### config.mk
export PLATFORM = sky130hd
export DESIGN_NAME = uart_tx_stream_arbiter
export DESIGN_NICKNAME = d
export VERILOG_FILES = /design/src/rtl/uart_tx_stream_arbiter.sv
export SDC_FILE = /design/constraint.sdc
export NUM_CORES = 1
export LEC_CHECK = 0
export CORE_ASPECT_RATIO = 1.1
export CORE_MARGIN = 4
export CORE_UTILIZATION = 45
export CTS_CLUSTER_DIAMETER = 40
export DETAILED_ROUTE_END_ITERATION = 7
export GPL_TIMING_DRIVEN = 0
export PLACE_DENSITY = 0.73
export SLEW_MARGIN = 20
export SYNTH_ARGS = -nofsm -noshare
export SYNTH_HDL_FRONTEND = slang
export SYNTH_SLANG_ARGS = --single-unit
### constraint.sdc
create_clock -name sys_clock -period 6.1 [get_ports sys_clock]
set_input_delay 1.83 -clock sys_clock [delete_from_list [all_inputs] [get_ports sys_clock]]
set_output_delay 1.83 -clock sys_clock [all_outputs]
set_load 0.01 [all_outputs]
### src/rtl/uart_tx_stream_arbiter.sv
// Message-granular two-way arbiter in front of the UART TX serializer.
// Round-robin on ties; an owner that goes quiet too long loses the grant.
module uart_tx_stream_arbiter #(
  parameter int DATA_W       = 8,
  parameter int IDLE_TIMEOUT = 1000000,
  parameter int CNT_W        = 16
) (
  input  logic              sys_clock,
  input  logic              reset,
  input  logic              req0_valid,
  input  logic [DATA_W-1:0] req0_data,
  input  logic              req0_last,
  output logic              req0_ready,
  input  logic              req1_valid,
  input  logic [DATA_W-1:0] req1_data,
  input  logic              req1_last,
  output logic              req1_ready,
  output logic              tx_valid,
  output logic [DATA_W-1:0] tx_data,
  input  logic              tx_ready,
  output logic [1:0]        grant,
  output logic              timeout_evt,
  output logic [CNT_W-1:0]  msg_cnt0,
  output logic [CNT_W-1:0]  msg_cnt1
);

  localparam int IW = $clog2(IDLE_TIMEOUT + 1);
  localparam logic [IW-1:0] IDLE_LAST = IW'(IDLE_TIMEOUT - 1);

  localparam logic [1:0] IDLE = 2'd0;
  localparam logic [1:0] OWN0 = 2'd1;
  localparam logic [1:0] OWN1 = 2'd2;

  logic [1:0]    state;
  logic [1:0]    state_nxt;
  logic          rr;
  logic          rr_nxt;
  logic [IW-1:0] idle_cnt;
  logic          own_valid;
  logic          own_last;
  logic          hs;
  logic          stall;
  logic          expire;

  always_comb begin
    own_valid = 1'b0;
    own_last  = 1'b0;
    tx_data   = '0;
    unique case (1'b1)
      (state == OWN0): begin
        own_valid = req0_valid;
        own_last  = req0_last;
        tx_data   = req0_data;
      end
      (state == OWN1): begin
        own_valid = req1_valid;
        own_last  = req1_last;
        tx_data   = req1_data;
      end
      default: ;
    endcase
  end

  // Outputs are gated by reset so nothing leaves during a reset cycle.
  assign tx_valid   = reset & own_valid;
  assign req0_ready = reset & (state == OWN0) & tx_ready;
  assign req1_ready = reset & (state == OWN1) & tx_ready;
  assign grant      = {state == OWN1, state == OWN0};

  assign hs     = own_valid & tx_ready;
  assign stall  = (state != IDLE) & ~own_valid;
  assign expire = stall & (idle_cnt == IDLE_LAST);

  // rr == 1 means requester 0 wins the next tie.
  always_comb begin
    state_nxt = state;
    rr_nxt    = rr;
    if (state == IDLE) begin
      if (req0_valid && req1_valid) begin
        state_nxt = rr ? OWN0 : OWN1;
      end else if (req0_valid) begin
        state_nxt = OWN0;
      end else if (req1_valid) begin
        state_nxt = OWN1;
      end
    end else if ((hs && own_last) || expire) begin
      state_nxt = IDLE;
      rr_nxt    = (state == OWN1);
    end
  end

  always_ff @(posedge sys_clock) begin
    if (!reset) begin
      state       <= IDLE;
      rr          <= 1'b1;
      idle_cnt    <= '0;
      timeout_evt <= 1'b0;
      msg_cnt0    <= '0;
      msg_cnt1    <= '0;
    end else begin
      state       <= state_nxt;
      rr          <= rr_nxt;
      timeout_evt <= expire;
      if (state == IDLE || hs || expire) begin
        idle_cnt <= '0;
      end else if (stall) begin
        idle_cnt <= idle_cnt + 1'b1;
      end
      if (hs && own_last) begin
        if (state == OWN0) begin
          msg_cnt0 <= msg_cnt0 + 1'b1;
        end else begin
          msg_cnt1 <= msg_cnt1 + 1'b1;
        end
      end
    end
  end

endmodule

==> results of run 1 <==
==> critical path: cells and delay by family <==
kind | cells | cell delay, ps
buf+inv | 3 | 1310
compound gates | 1 | 190
simple gates | 1 | 170
==> layout make-up <==
type | instances | area, µm²
timing repair buffer | 67 | 670.6
tap | 80 | 100.1
buffer | 21 | 97.59
clock inverter | 2 | 38.79
fill | 554 | 2444
multi-input combinational | 263 | 1683
sequential | 56 | 1121
inverter | 11 | 41.29
clock buffer | 6 | 72.57
==> power breakdown <==
group / total [mW] / internal [mW] / switching [mW]
combinational: 0.0981 / 0.0444 / 0.0536
sequential: 0.369 / 0.368 / 0.00173
clock: 0.253 / 0.124 / 0.128
==> stage by stage <==
step                      hold slack (ps)  cells  worst slack [ps]
after floorplan                     447.0    351              1876
final                               493.4    506             768.8
after global placement              462.5    498             808.7
after CTS                           493.1    506             794.3
after detailed placement            478.4    498             806.4
after global routing                515.1    506             719.9
==> how the worst max path moves through the flow <==
stage | end | slack, ps | cells after the start
CTS | tx_valid | 790 | 5
detailed placement | tx_valid | 810 | 5
global placement | tx_valid | 810 | 5
finish | tx_valid | 770 | 5
floorplan | tx_valid | 1880 | 3
global route | tx_valid | 720 | 5
==> cells by family after synthesis <==
logic type	Yosys count	share of synthesized area [%]
adder cells (fa/ha/maj)	6	2.551
AO/OA/AOI/OAI	103	22.02
XOR/XNOR	11	3.274
buffers and inverters	32	4.720
flip-flops	56	38.10
AND/OR/NAND/NOR	139	27.98
multiplexers	4	1.361
==> sequential cells by signal, indices dropped and copies added (netlist names) <==
register / count
idle_cnt: 20
msg_cnt1: 16
rr: 1
msg_cnt0: 16
state: 2
timeout_evt: 1
==> routing by layer <==
layer	GRT usage (%)	wire length, µm	vias up
met5	0	0	-
met1	22.12	3235	1365
met4	5.013	70	0
met2	33.61	3832	46
met3	3.470	288	8
li1	-	-	1496
==> Yosys cell counts (2+ instances only) <==
library cell / number
dfxtp_1: 56
a21oi_1: 40
or4_1: 23
nand2_1: 21
o31ai_1: 19
nand3_1: 18
o21ai_0: 18
or3_1: 18
nor2_1: 14
clkbuf_1: 13
nand4_1: 11
a22oi_1: 10
inv_1: 10
xnor2_1: 9
nor2b_1: 8
buf_2: 6
ha_1: 6
or4b_1: 5
a211oi_1: 4
and4_1: 4
mux2i_1: 4
nor3_1: 4
and3_1: 3
nor4_1: 3
a211o_1: 2
nand2b_1: 2
xor2_1: 2
==> summary.md, run 1 <==
| Metric | Value |
|---|---|
| Ys Warns | 0 |
| Status | completed |
| Number of global-route vias before repair | 2694 |
| Clk Latency, worst-skew pair | 320 ps |
| Min-delay src | idle_cnt[19] |
| Slew headroom | 64.77% |
| Initial DRC Count | 126 |
| GRT Total Usage | 18.54% |
| Prevailing post-synth register cell | dfxtp_1 |
| Commonest cells after routing, fill and taps aside | 67 x clkdlybuf4s50_1, 56 x dfxtp_1, 40 x a21oi_1 |
| Tmin final | 5331 ps |
| Crit share post-route | 87.40% |
| Initial antenna violation count | 0 |
| Yosys top cell area share | 38.10% |
| Hold Path Sink | idle_cnt[19] |
| Placement Cell Area | 3714 µm² |
| Setup TNS | 0 ps |
| Core Footprint | 6269 µm² |
| Hold Vio Cnt, Final | 0 |
| Share of cells above drive strength 1 | 4.460% |
| Worst path cell trace | clkdlybuf4s50_1 > a22o_1 > buf_2 > and3_1 > clkdlybuf4s50_1 |
| R2R Setup Slk | 3590 ps |
| Die width | 85.11 µm |
| Most common cell on crit path | clkdlybuf4s50_1 |
| P&R area growth vs syn | 29.97% |
| Grt total ovfl | 0 |
| CP Launch Type | input pin |
| Ys async rst share | 0% |
| Max IR drop VDD | 138.2 µV |
| Worst-path clk slew | 100 ps |
| Post-CTS Setup Bufs | 0 |
| RSZ-0062 raised after global routing | false |
| Crit-path slowest cell | clkdlybuf4s50_1 |
| Number of buffers created by CTS | 5 |
| CTS Root Cell | clkbuf_8 |
| # diodes | 0 |
| Final setup violation count | 0 |
| Post-synth top area cell | dfxtp_1 |
| Via count | 2915 |
| Number of synthesized register bits | 56 |
| H-Tree Level Count | 2 |
| Worst-case clock skew | 11.86 ps |
| Reg-to-Reg Start | state[0] |
| Max-Cap Viols | 0 |
| Power per standard cell area | 188.2 nW/µm² |
| DRC Markers | 0 |
| Syn_area_per_cell | 8.384 µm² |
| CP startpoint | req0_valid |
| Largest cells by area after synthesis | dfxtp_1 38%, a21oi_1 6.8%, or4_1 5.9% |
| CTS tree | done |
| First-pass GRT wire length | 12.19 mm |
| Cts repair resizes | 0 |
| Largest net degree at the start of global routing | 18 |
| Crit. End Element | primary output |
| Nets | 454 |
| Sequential area share after synthesis | 38.10% |
| CTS sink count | 56 |
| Worst hold path type | reg -> reg |
| Highest clock rate | 0.1876 GHz |
| Crit-path max cell delay | 570 ps |
| Final WL | 7.427 mm |
| Worst Hold Depth | 2 |
| Worst-path fanout max | 10 |
| Gpl congestion | 0.7757 |
| Die Footprint | 7899 µm² |
| Crit Reg-Reg Endpoint | msg_cnt1[12] |
| Site Rows | 30 |
| Static Leak | 1.108 nW |
| Via/cell ratio | 5.761 |
| Netlist cell types | 45 |
| Hold_buf cts | 0 |
| Worst-case clock buffer depth | 2 |
| DP HPWL | 5.533 mm |
| Final core occ | 61.02% |
| TritonRoute pass-1 iters | 4 |
| Reg2Reg Depth | 8 |
| Mapped Cells | 351 |
| Leading cell type in the layout, fill and taps excluded | clkdlybuf4s50_1 |
| Synthesized net count | 380 |
| Design area | 3825 µm² |
| Die span in y | 92.82 µm |
| I/O Buffers | 67 |
| DR WL/cell | 14.68 µm |
| CP Class | in -> out |
| Initial core utilization | 46.95% |
| EDFF count, synth | 0 |
| Worst-margin pin slew | 515.1 ps |
| Num ports | 69 |
| Critical path data arrival time | 3500 ps |
| Synth Cell Area | 2943 µm² |
| Power, Total | 719.9 µW |
| Antenna viol nets, final | 0 |
| Final Max Slew Viols | 0 |
| CP Data Required Time | 4270 ps |
No activity file was read; power rests on OpenSTA's default activity.
==> run 2: changes to the inputs <==
TNS_END_PERCENT = 30   (was unset)
==> results of run 2 <==
Same layout as run 1: the final DEF is identical, and so are final timing and power.
